**config.mk**
```make
export PLATFORM = sky130hd
export DESIGN_NAME = alu_seq
export DESIGN_NICKNAME = d
export VERILOG_FILES = /design/src/rtl/alu_pkg.sv /design/src/rtl/alu_mul_seq.sv /design/src/rtl/alu_seq.sv
export SDC_FILE = /design/constraint.sdc
export NUM_CORES = 1
export LEC_CHECK = 0
export BUFFER_PORTS_ARGS = -buffer_cell sky130_fd_sc_hd__buf_2
export CORE_UTILIZATION = 50
export CTS_CLUSTER_DIAMETER = 50
export DETAILED_ROUTE_END_ITERATION = 10
export GPL_TIMING_DRIVEN = 0
export PLACE_DENSITY_LB_ADDON = 0.2
export SLEW_MARGIN = 20
export SYNTH_ARGS = -nofsm -noshare
export SYNTH_HDL_FRONTEND = slang
export SYNTH_SLANG_ARGS = --single-unit
```
**constraint.sdc**
```tcl
create_clock -name clk -period 3.7 [get_ports clk]
set_input_delay 0.37 -clock clk [delete_from_list [all_inputs] [get_ports clk]]
set_output_delay 0.37 -clock clk [all_outputs]
set_load 0.1 [all_outputs]
```
**src/rtl/alu_pkg.sv**
```systemverilog
// Shared opcode and FSM definitions for the sequential ALU.
package alu_pkg;

  localparam logic [2:0] OP_ADD = 3'b000;
  localparam logic [2:0] OP_SUB = 3'b001;
  localparam logic [2:0] OP_AND = 3'b010;
  localparam logic [2:0] OP_OR  = 3'b011;
  localparam logic [2:0] OP_XOR = 3'b100;
  localparam logic [2:0] OP_NOT = 3'b101;
  localparam logic [2:0] OP_SHL = 3'b110;
  localparam logic [2:0] OP_MUL = 3'b111;

  typedef enum logic {
    ST_IDLE = 1'b0,
    ST_MUL  = 1'b1
  } state_t;

endpackage

```
**src/rtl/alu_mul_seq.sv**
```systemverilog
// Shift-add unsigned multiplier: one partial product per cycle for WIDTH cycles.
module alu_mul_seq #(
  parameter int unsigned WIDTH = 8
) (
  input  logic                 clk,
  input  logic                 rst,
  input  logic                 start,
  input  logic [WIDTH-1:0]     a,
  input  logic [WIDTH-1:0]     b,
  output logic                 busy,
  output logic                 done,
  output logic [2*WIDTH-1:0]   product
);

  localparam int unsigned CW = $clog2(WIDTH);

  logic [2*WIDTH-1:0] mcand_q;
  logic [2*WIDTH-1:0] acc_q;
  logic [2*WIDTH-1:0] acc_next;
  logic [WIDTH-1:0]   mplier_q;
  logic [CW-1:0]      cnt_q;

  // product exposes the accumulator including the current iteration, so the
  // final value is usable on the same edge that completes the last step
  assign acc_next = mplier_q[0] ? acc_q + mcand_q : acc_q;
  assign product  = acc_next;
  assign done     = busy && (cnt_q == CW'(WIDTH - 1));

  always_ff @(posedge clk) begin
    if (rst) begin
      busy     <= 1'b0;
      cnt_q    <= '0;
      acc_q    <= '0;
      mcand_q  <= '0;
      mplier_q <= '0;
    end else if (busy) begin
      acc_q    <= acc_next;
      mcand_q  <= mcand_q << 1;
      mplier_q <= mplier_q >> 1;
      cnt_q    <= cnt_q + 1'b1;
      if (done) busy <= 1'b0;
    end else if (start) begin
      busy     <= 1'b1;
      cnt_q    <= '0;
      acc_q    <= '0;
      mcand_q  <= {{WIDTH{1'b0}}, a};
      mplier_q <= b;
    end
  end

endmodule

```
**src/rtl/alu_seq.sv**
```systemverilog
// Registered ALU with valid/ready handshakes and a multi-cycle multiply.
// Optional ALU_STICKY_OVF_EN adds a sticky overflow output cleared only by rst.
module alu_seq
  import alu_pkg::*;
#(
  parameter int unsigned WIDTH = 8
) (
  input  logic             clk,
  input  logic             rst,
  input  logic             in_valid,
  output logic             in_ready,
  input  logic [2:0]       alusel,
  input  logic [WIDTH-1:0] aluin_a,
  input  logic [WIDTH-1:0] aluin_b,
  output logic             out_valid,
  input  logic             out_ready,
  output logic [WIDTH-1:0] y,
  output logic             nf,
  output logic             zf,
  output logic             cf,
  output logic             ovf
`ifdef ALU_STICKY_OVF_EN
  ,
  output logic             ovf_sticky
`endif
);

  state_t state_q, state_d;

  logic               accept, mul_start, res_load;
  logic               mul_busy, mul_done;
  logic [2*WIDTH-1:0] mul_p;
  logic [WIDTH:0]     sum, diff, shl;
  logic [WIDTH-1:0]   alu_y, next_y;
  logic               alu_c, alu_v, next_c, next_v;

  assign in_ready  = (state_q == ST_IDLE) && !mul_busy && (!out_valid || out_ready);
  assign accept    = in_valid && in_ready;
  assign mul_start = accept && (alusel == OP_MUL);
  assign res_load  = (accept && (alusel != OP_MUL)) || mul_done;

  alu_mul_seq #(.WIDTH(WIDTH)) u_mul (
    .clk     (clk),
    .rst     (rst),
    .start   (mul_start),
    .a       (aluin_a),
    .b       (aluin_b),
    .busy    (mul_busy),
    .done    (mul_done),
    .product (mul_p)
  );

  always_ff @(posedge clk) begin
    if (rst) state_q <= ST_IDLE;
    else     state_q <= state_d;
  end

  always_comb begin
    state_d = state_q;
    case (state_q)
      ST_IDLE: if (mul_start) state_d = ST_MUL;
      ST_MUL:  if (mul_done)  state_d = ST_IDLE;
      default: state_d = ST_IDLE;
    endcase
  end

  always_comb begin
    sum   = {1'b0, aluin_a} + {1'b0, aluin_b};
    diff  = {1'b0, aluin_a} - {1'b0, aluin_b};
    // the extra top bit catches the last bit shifted out; over-range shifts give zero
    shl   = {1'b0, aluin_a} << aluin_b;
    alu_y = '0;
    alu_c = 1'b0;
    alu_v = 1'b0;
    case (alusel)
      OP_ADD: begin
        alu_y = sum[WIDTH-1:0];
        alu_c = sum[WIDTH];
        alu_v = (aluin_a[WIDTH-1] == aluin_b[WIDTH-1]) && (sum[WIDTH-1] != aluin_a[WIDTH-1]);
      end
      OP_SUB: begin
        alu_y = diff[WIDTH-1:0];
        alu_c = diff[WIDTH];
        alu_v = (aluin_a[WIDTH-1] != aluin_b[WIDTH-1]) && (diff[WIDTH-1] != aluin_a[WIDTH-1]);
      end
      OP_AND: alu_y = aluin_a & aluin_b;
      OP_OR:  alu_y = aluin_a | aluin_b;
      OP_XOR: alu_y = aluin_a ^ aluin_b;
      OP_NOT: alu_y = ~aluin_a;
      OP_SHL: begin
        alu_y = shl[WIDTH-1:0];
        alu_c = shl[WIDTH];
      end
      default: ;
    endcase
  end

  assign next_y = mul_done ? mul_p[WIDTH-1:0] : alu_y;
  assign next_c = mul_done ? (|mul_p[2*WIDTH-1:WIDTH]) : alu_c;
  assign next_v = mul_done ? (|mul_p[2*WIDTH-1:WIDTH]) : alu_v;

  always_ff @(posedge clk) begin
    if (rst) begin
      out_valid <= 1'b0;
      y         <= '0;
      nf        <= 1'b0;
      zf        <= 1'b0;
      cf        <= 1'b0;
      ovf       <= 1'b0;
    end else if (res_load) begin
      out_valid <= 1'b1;
      y         <= next_y;
      nf        <= next_y[WIDTH-1];
      zf        <= (next_y == '0);
      cf        <= next_c;
      ovf       <= next_v;
    end else if (out_ready) begin
      out_valid <= 1'b0;
    end
  end

`ifdef ALU_STICKY_OVF_EN
  always_ff @(posedge clk) begin
    if (rst)                    ovf_sticky <= 1'b0;
    else if (res_load && next_v) ovf_sticky <= 1'b1;
  end
`endif

endmodule

```
==> qor.yml <==
status:
  outcome: "complete, no violations"
logic_synthesis:
  synth_edf_count: 0
  synth_ff_type: "dfxtp_1"
  syn_inst: 632
  synthDominantCellAreaShare: 0.2394
  syn-num-nets: 702
  ys_seq_area_frac: 0.2394
  yosys-top-cells-area: "dfxtp_1 24%, ha_1 12%, a21oi_1 8.6%, nand2_1 5.4%, nor2_1 4.9%"
  yosys_warnings: 0
  syn_area_mm2: 0.004766
  async_flop_share: 0
  ys_types: 69
  ys_top_cells_by_count: "82 x a21oi_1, 68 x nand2_1, 62 x nor2_1"
  post-synth-top-count-cell: "a21oi_1"
  syn_area_per_cell_um2: 7.541
  synth_top_cell_by_area: "dfxtp_1"
  ys_seq_elements: 57
pwr:
  p_sw_frac: 0.3333
  pwr-share-clk: 0.352
  internal_power_uw: 1075
  p_switching_uw: 537.3
  p_leak_uw: 0.002243
  p_per_area_mw_per_mm2: 304.4
  ir_drop_mv: 0.2266
  pwr-share-comb: 0.253
  p_seq_frac: 0.395
setup_path:
  rr_endpoint: "cf"
  crit_required_ps: 3930
  path_class: "input pin to register"
  start_kind: "input pin"
  cp_data_arrival_time_ps: 3350
  rr_startpoint: "u_mul.mcand_q[0]"
  path_max_fanout: 12
  reg2regPathDepth: 10
  r2r_slack_ps: 610
  cp-end-kind: "register"
clock_tree:
  cts-htree-levels: 3
  cts_resized: 0
  post_cts_buffers: 0
  clk_pin_slew_ps: 60
  clockBufferDepth: 2
  cts_buffers: 9
  insertion_delay_ps: 330
  cts.sinks: 57
  clockRootBuffer: "clkbuf_8"
  cts_tree: "built"
  cts_hold_buf: 0
global_route:
  gr-usage-met1: 0.4189
  busiest_layer: "met2"
  grtUsageMet2: 0.4685
  antenna_found_initial: 0
  grt_max_degree: 11
  grt_usage: 0.3008
  grt_pass1_vias: 4624
  globalRouteMet3Util: 0.06606
  grt.overflow.total: 0
  grt_pass1_wl_um: 23320
hold_path:
  worstHoldPathType: "input pin to register"
  holdPathStages: 3
  worstHoldStart: "out_ready"
  min_to: "out_valid"
sta:
  max_slew_margin: 0.4712
  drv_slew: 0
  hold_viol: 0
  period_share: 0.8438
  tightest_slew_ps: 790.3
  setup_violations: 0
  skew_ps: 7.018
  timing.setup.tns_ps: 0
  setup_slack_ps: 577.9
  fin_crit_ps: 3122
  rsz0062_at_grt: "no"
  max_freq_mhz: 320.3
placed_design:
  gp_congestion: 0.9999
  hpwl_um: 11290
  io_buffers: 35
  post-place-ws_ps: -227.1
final_layout:
  diodes: 0
  syn2layout_area_growth_pct: 11.16
  nets: 747
  drive_above_1_share: 0.1056
routing:
  wl_per_cell_um: 17.83
  vias: 4953
  ant_nets: 0
  drc_errors: 0
  firstDrtPassIters: 7
  routed_via_density: 6.107
  dr.first_iter.drc_count: 330
  wl_um: 14460
floorplanning:
  die_w_um: 99.63
  num_io_pins: 37
  core_mm2: 0.009240
  num_rows: 35
  die_height_um: 99.63
  die_area_mm2: 0.009926
  start_util: 0.5158
job:
  cap_violations: 0
-- layer usage --
layer	wire length, um	up-vias	part of all wire
li1	-	2380	-
met1	6709	2329	0.46
met2	6256	219	0.43
met3	1221	25	0.084
met4	276	0	0.019
met5	0	-	0
-- how the worst max path moves through the flow --
stage	slack [ps]	to	start
final	580	zf	aluin_b[1]
after global routing	410	zf	aluin_b[1]
after CTS	130	zf	aluin_b[1]
after global placement	-160	zf	aluin_b[1]
after floorplan	240	u_mul.acc_q[8]	out_valid
after detailed placement	-230	zf	aluin_b[1]
-- worst max-delay path, cell delays in order --
cell and delay, ps:
buf_2 260, clkinvlp_4 290, ha_1 390, o21bai_1 140, a2111oi_1 630, mux2i_1 190
xnor2_1 230, nand2_1 110, a221oi_1 440, nor2_1 80, a31o_1 220
-- cell usage in the layout, fill, tap and decap left out, types with 9 or more instances in the layout --
master	Yosys	final
ha_1	44	44
a21oi_1	82	82
mux2i_1	15	15
nor3_1	14	14
o21ai_0	19	19
dfxtp_1	57	57
nand3_1	19	19
a31oi_1	11	11
clkbuf_1	22	24
clkbuf_8	2	12
a21o_1	10	10
nand2_1	68	68
a22oi_1	17	17
and3_1	16	16
xnor2_1	9	9
a211oi_1	12	12
nor2_1	62	62
o211ai_1	12	12
buf_2	5	40
inv_1	29	29
-- state kept, by name, summed over array words and instances (netlist names), 3 cells and up --
| signal | flops |
|---|---|
| u_mul.acc_q | 16 |
| u_mul.cnt_q | 3 |
| u_mul.mcand_q | 16 |
| u_mul.mplier_q | 8 |
| y | 8 |
-- layout make-up --
| cell class | count | area (um2) |
|---|---|---|
| Tap cell | 129 | 161.4 |
| Sequential cell | 57 | 1141 |
| Fill cell | 903 | 3943 |
| Buffer | 35 | 173.9 |
| Multi-Input combinational cell | 509 | 3341 |
| Clock inverter | 3 | 40.04 |
| Timing Repair Buffer | 35 | 175.2 |
| Clock buffer | 13 | 148.9 |
| Inverter | 30 | 116.4 |
-- cells by family after synthesis --
kind of cell | share of synthesized area
AND/OR/NAND/NOR | 0.2145
adder cells (fa/ha/maj) | 0.1281
flip-flops | 0.2394
XOR/XNOR | 0.03124
AO/OA/AOI/OAI | 0.2843
multiplexers | 0.04148
buffers and inverters | 0.06091
-- stage by stage --
| step | std cells | area [um2] | util | total power [uW] | hold slack, ps |
|---|---|---|---|---|---|
| 6_report | 811 | 5298 | 0.5733 | 1612 | 325.3 |
| 3_3_place_gp | 796 | 5107 | 0.5527 | 1044 | 436.0 |
| 4_1_cts | 812 | 5296 | 0.5732 | 1612 | 318.9 |
| 2_1_floorplan | 632 | 4771 | - | 939.3 | 436.8 |
| 5_1_grt | 811 | 5298 | 0.5733 | 1684 | 324.5 |
| 3_5_place_dp | 796 | 5107 | 0.5527 | 1049 | 441.2 |
-- power groups by stage --
stage                     Clock (uW)  Sequential [uW]  Combinational (uW)
after CTS                        575              637                 400
after floorplan                    0              712                 227
after detailed placement           0              650                 399
final                            568              637                 408
after global placement             0              650                 394
after global routing             606              638                 440
Note: power is estimated with default switching activity, not from simulation.
